[src/rtl/alu32i_if.sv]
// Execute-stage ALU bus: operands and decoded select in, registered result and flags out.
interface alu32i_if;
   logic [31:0] a;
   logic [31:0] b;
   logic [3:0]  selectop;
   logic [31:0] out;
   logic        neq;
   logic        eq;
   logic        lt;
   logic        ge;
   logic        zerof;
   logic        negativef;
   logic        carryf;

   modport master (
      output a, b, selectop,
      input  out, neq, eq, lt, ge, zerof, negativef, carryf
   );

   modport slave (
      input  a, b, selectop,
      output out, neq, eq, lt, ge, zerof, negativef, carryf
   );
endinterface

[src/rtl/alu32i.sv]
// RV32I integer ALU: one-cycle registered result plus comparison/status flags for
// the branch unit. Select is {funct7[5], funct3}.
module alu32i (
   input  logic      clk,
   input  logic      rst,
   alu32i_if.slave   bus
);
   logic        is_sub;
   logic [31:0] b_add;
   logic [32:0] sum;
   logic [31:0] res;
   logic        carry;
   logic [4:0]  shamt;
   logic        lt_s;

   // Subtract shares the adder: a + ~b + 1, so bit 32 is the "no borrow" flag.
   assign is_sub = (bus.selectop == 4'b1000);
   assign b_add  = is_sub ? ~bus.b : bus.b;
   assign sum    = {1'b0, bus.a} + {1'b0, b_add} + {32'b0, is_sub};
   assign shamt  = bus.b[4:0];
   assign lt_s   = $signed(bus.a) < $signed(bus.b);

   always_comb begin
      res   = '0;
      carry = 1'b0;
      case (bus.selectop[2:0])
         3'b000: begin
            res   = sum[31:0];
            carry = sum[32];
         end
         3'b001: res = bus.a << shamt;
         3'b010: res = {31'b0, lt_s};
         3'b011: res = {31'b0, bus.a < bus.b};
         3'b100: res = bus.a ^ bus.b;
         3'b101: res = bus.selectop[3] ? 32'($signed(bus.a) >>> shamt) : (bus.a >> shamt);
         3'b110: res = bus.a | bus.b;
         3'b111: res = bus.a & bus.b;
         default: res = '0;
      endcase
   end

   // zerof/negativef come from the value being registered so they track out exactly.
   always_ff @(posedge clk) begin
      if (rst) begin
         bus.out       <= '0;
         bus.neq       <= 1'b0;
         bus.eq        <= 1'b0;
         bus.lt        <= 1'b0;
         bus.ge        <= 1'b0;
         bus.zerof     <= 1'b0;
         bus.negativef <= 1'b0;
         bus.carryf    <= 1'b0;
      end else begin
         bus.out       <= res;
         bus.neq       <= (bus.a != bus.b);
         bus.eq        <= (bus.a == bus.b);
         bus.lt        <= lt_s;
         bus.ge        <= ~lt_s;
         bus.zerof     <= (res == 32'd0);
         bus.negativef <= res[31];
         bus.carryf    <= carry;
      end
   end
endmodule

[src/flat_wrapper.sv]
// flat-port wrapper written by rule: the top's interface ports become plain ports
module alu32i_flat 
  (clk, rst, bus_a, bus_b, bus_selectop, bus_out, bus_neq, bus_eq, bus_lt, bus_ge, bus_zerof, bus_negativef, bus_carryf);
  alu32i_if bus_i ();
  input  logic clk;
  input  logic rst;
  input wire logic [$bits(bus_i.a)-1:0] bus_a;
  input wire logic [$bits(bus_i.b)-1:0] bus_b;
  input wire logic [$bits(bus_i.selectop)-1:0] bus_selectop;
  output wire logic [$bits(bus_i.out)-1:0] bus_out;
  output wire logic [$bits(bus_i.neq)-1:0] bus_neq;
  output wire logic [$bits(bus_i.eq)-1:0] bus_eq;
  output wire logic [$bits(bus_i.lt)-1:0] bus_lt;
  output wire logic [$bits(bus_i.ge)-1:0] bus_ge;
  output wire logic [$bits(bus_i.zerof)-1:0] bus_zerof;
  output wire logic [$bits(bus_i.negativef)-1:0] bus_negativef;
  output wire logic [$bits(bus_i.carryf)-1:0] bus_carryf;
  assign bus_i.a = bus_a;
  assign bus_i.b = bus_b;
  assign bus_i.selectop = bus_selectop;
  assign bus_out = bus_i.out;
  assign bus_neq = bus_i.neq;
  assign bus_eq = bus_i.eq;
  assign bus_lt = bus_i.lt;
  assign bus_ge = bus_i.ge;
  assign bus_zerof = bus_i.zerof;
  assign bus_negativef = bus_i.negativef;
  assign bus_carryf = bus_i.carryf;
  alu32i u_core (.clk(clk), .rst(rst), .bus(bus_i));
endmodule
[config.mk]
export PLATFORM = sky130hd
export DESIGN_NAME = alu32i_flat
export DESIGN_NICKNAME = d
export VERILOG_FILES = /design/src/rtl/alu32i_if.sv /design/src/rtl/alu32i.sv /design/src/flat_wrapper.sv
export SDC_FILE = /design/constraint.sdc
export NUM_CORES = 1
export LEC_CHECK = 0
export CORE_ASPECT_RATIO = 0.9
export CORE_MARGIN = 10
export CORE_UTILIZATION = 50
export CTS_CLUSTER_SIZE = 30
export DETAILED_ROUTE_END_ITERATION = 6
export GPL_TIMING_DRIVEN = 0
export HOLD_SLACK_MARGIN = 0.08
export PLACE_DENSITY = 0.72
export SYNTH_ARGS = -nofsm -noshare
export SYNTH_HDL_FRONTEND = slang
export SYNTH_SLANG_ARGS = --single-unit
[constraint.sdc]
create_clock -name clk -period 9.45 [get_ports clk]
set_clock_uncertainty 0.1 [all_clocks]
set_input_delay 0.945 -clock clk [delete_from_list [all_inputs] [get_ports clk]]
set_output_delay 0.945 -clock clk [all_outputs]
set_load 0.005 [all_outputs]
==> summary.txt <==
Port Buf Inserts = 106
FP Rows = 50
Core Region = 0.0209 sq mm
Hold WS = 1090 ps
Crit path top cell by count = clkbuf_1
number of global-route vias before repair = 12200
sequential fraction of the synthesis area = 7.14%
top-count cell post-synth = nor2_1
top cells by count, synth = nor2_1 (133), ha_1 (128), nand2_1 (107)
CP Data Required Time = 9540 ps
Critical-path top delay cell = clkdlybuf4s50_1
# IOs = 109
cells after synthesis = 1401
Yosys top cell by area = ha_1
initial core utilization = 51.0%
Synth warnings = 0
top post-synthesis cells by area = ha_1 (15%), mux4_2 (14%), dfxtp_1 (7.1%)
initial DRC count = 2245
Netlist cell types = 83
final setup vio count = 0
H-tree Lvls = 2
post-synth top area share = 15.0%
Fin Setup TNS = 0 ps
Root Driver = clkbuf_16
dpl hpwl = 46.0 mm
initial antenna violation count = 1
number of flops mapped to enable cells by yosys = 0
ys async rst share = 0%
clock sinks = 38
Routed WL per cell = 31.4 microns
Vias/cell = 7.26
Crit. End Element = register
Clock Tree Buf Depth = 2
total gr overflow = 0
Die Area = 0.0275 sq mm
DR DRC count = 1
dpl cells = 1794
Max stage delay on crit path = 710 ps
RSZ-0062 raised after global routing = false
worst slew pin tran = 1270 ps
Syn Area/Cell = 7.60 sq um
Tcrit/Tclk final = 80.6%
WP data arrival = 7710 ps
Seq cells post-synth = 38
nets = 1714
CP startpoint = bus_b[3]
CTS Buf Count = 5
largest net degree at the start of global routing = 14
outcome = finished with violations
Final Hold Viols = 0
routed wire length = 56.6 mm
CTS Hold Bufs = 0
crit path cell chain = clkdlybuf4s50_1 -> clkbuf_1 -> clkbuf_1 -> clkbuf_1 -> buf_1 -> xnor2_1 -> ha_1 -> o211ai_1 -> a21oi_1 -> o221ai_1 -> a21oi_1 -> o21ai_0 -> o21ai_0 -> mux2i_1 -> a221oi_1 -> nand4_1 -> nor4_2
global-route wire length before repair = 81.1 mm
fin crit period = 7610 ps
Setup Buffers After CTS = 0
Layout area overhead = 14.9%
die width = 174 microns
Clock transition at path regs = 50 ps
GP Congestion = 1.15
VDD IR max = 0.103 mV
max-slew headroom at the worst pin = 13.3%
max-cap violations = 0
Achievable Freq = 131 MHz
leakage = 4.98 nW
Final Total Pwr = 1.10 mW
CTS tree = yes
ys flop type = dfxtp_1
P per Cell Area = 89.7 mW/mm^2
remaining antenna violation count after routing = 0
GR Util All Layers = 39.0%
Worst Path Class, Setup = input port to register
vias = 13100
Final Max Slew Viols = 0
iteration count of the initial detailed-routing pass = 7
filler instances = 1981
Setup crit end = u_core.bus.zerof$_SDFF_PP0_
Syn Nets = 1600
failing checks = DRC
share of cells above drive strength 1 = 9.63%
overall die height = 158 microns
Mapped Area = 0.0106 sq mm
Worst setup SP type = input port
min-delay worst type = input port to register
Non-Filler Instances = 1803
post-CTS sizing = 0
worst-path maximum fanout = 10
[critical path, delay by kind of cell]
kind	cells	cell delay, ps
muxes	1	210
adders and majority gates	1	400
buffers and inverters	5	3020
AOI/OAI and AO/OA	7	2390
and+or+nand+nor	2	530
xor gates and xnor gates	1	170
[worst min path at each step]
stage	startpoint	to	slack, ps	cells past startpoint
after global routing	rst	u_core.bus.out[20]$_SDFF_PP0_	1100	2
final	rst	u_core.bus.out[20]$_SDFF_PP0_	1090	2
after CTS	rst	u_core.bus.out[20]$_SDFF_PP0_	1060	2
after detailed placement	rst	u_core.bus.out[20]$_SDFF_PP0_	1320	2
after floorplan	u_core.bus.carryf$_SDFF_PP0_	bus_carryf	1130	0
after global placement	rst	u_core.bus.out[20]$_SDFF_PP0_	1330	2
[metal layers]
layer  track usage (%)  share of wire, %  vias to the layer above
met4              22.2               6.8                        2
met1              47.2                36                     6088
met2              60.7                42                     1265
li1                  -                 -                     5438
met5                 0             0.023                        -
met3              12.2                16                      291
[layout make-up]
type	count	area, sq um	share of cell area [%]
flip-flops and latches	38	761	6.21
diodes	1	2.50	0.0204
multi-input cells	1143	9000	73.6
well taps	286	358	2.92
clock buffers	6	139	1.13
plain buffers	117	508	4.15
repair buffers	107	1070	8.73
inverters	103	387	3.16
clock inverters	2	12.5	0.102
[per-stage QoR]
| step | utilization (%) | cell area, sq um | setup slack [ps] |
|---|---|---|---|
| final | 58.6 | 12200 | 1840 |
| after global routing | 58.6 | 12200 | 1770 |
| after CTS | 58.5 | 12200 | 2290 |
| after detailed placement | 57.8 | 12100 | 2040 |
| after global placement | 57.8 | 12100 | 1880 |
| after floorplan | - | 10600 | 4530 |
[state kept, by name, summed over array words and instances (netlist names)]
register              count
u_core.bus.carryf         1
u_core.bus.eq             1
u_core.bus.ge             1
u_core.bus.lt             1
u_core.bus.negativef      1
u_core.bus.neq            1
u_core.bus.out           31
u_core.bus.zerof          1
[cell families (layout without fill, tap and decap cells)]
kind of cell	after synthesis	after routing	synth area share [%]
flops	38	38	7.14
fa+ha+maj	129	129	15.2
xor+xnor	43	43	3.54
compound gates	399	399	25.0
buf+inv	220	335	8.40
mux	143	143	21.2
other cells	0	1	0
simple gates	429	429	19.5
[where the power goes]
group / internal (mW) / switching (mW) / total (mW) / leakage (nW)
registers: 0.174 / 0.00390 / 0.178 / 0.313
clock network: 0.104 / 0.0622 / 0.166 / 0.0729
logic: 0.275 / 0.478 / 0.753 / 4.59
[cells in the final DEF (no fill, tap or decap), drive strengths merged, types with 7 or more instances in the layout]
cell	instances
mux4	64
nand4	17
a211oi	35
a31oi	14
nand2b	23
a21boi	7
inv	102
o21a	7
clkdlybuf4s50	106
o211ai	18
o21ai	88
and3	7
clkbuf	76
nor4	20
a221oi	18
mux2	21
dfxtp	38
buf	48
nor2	133
ha	128
nand3	33
nor3	29
and2	18
nand2	107
o31ai	13
xnor2	40
o221ai	11
a21oi	89
o21bai	14
a22oi	10
o22ai	20
nor2b	10
mux2i	58
Power figures use the tool's default switching activity.
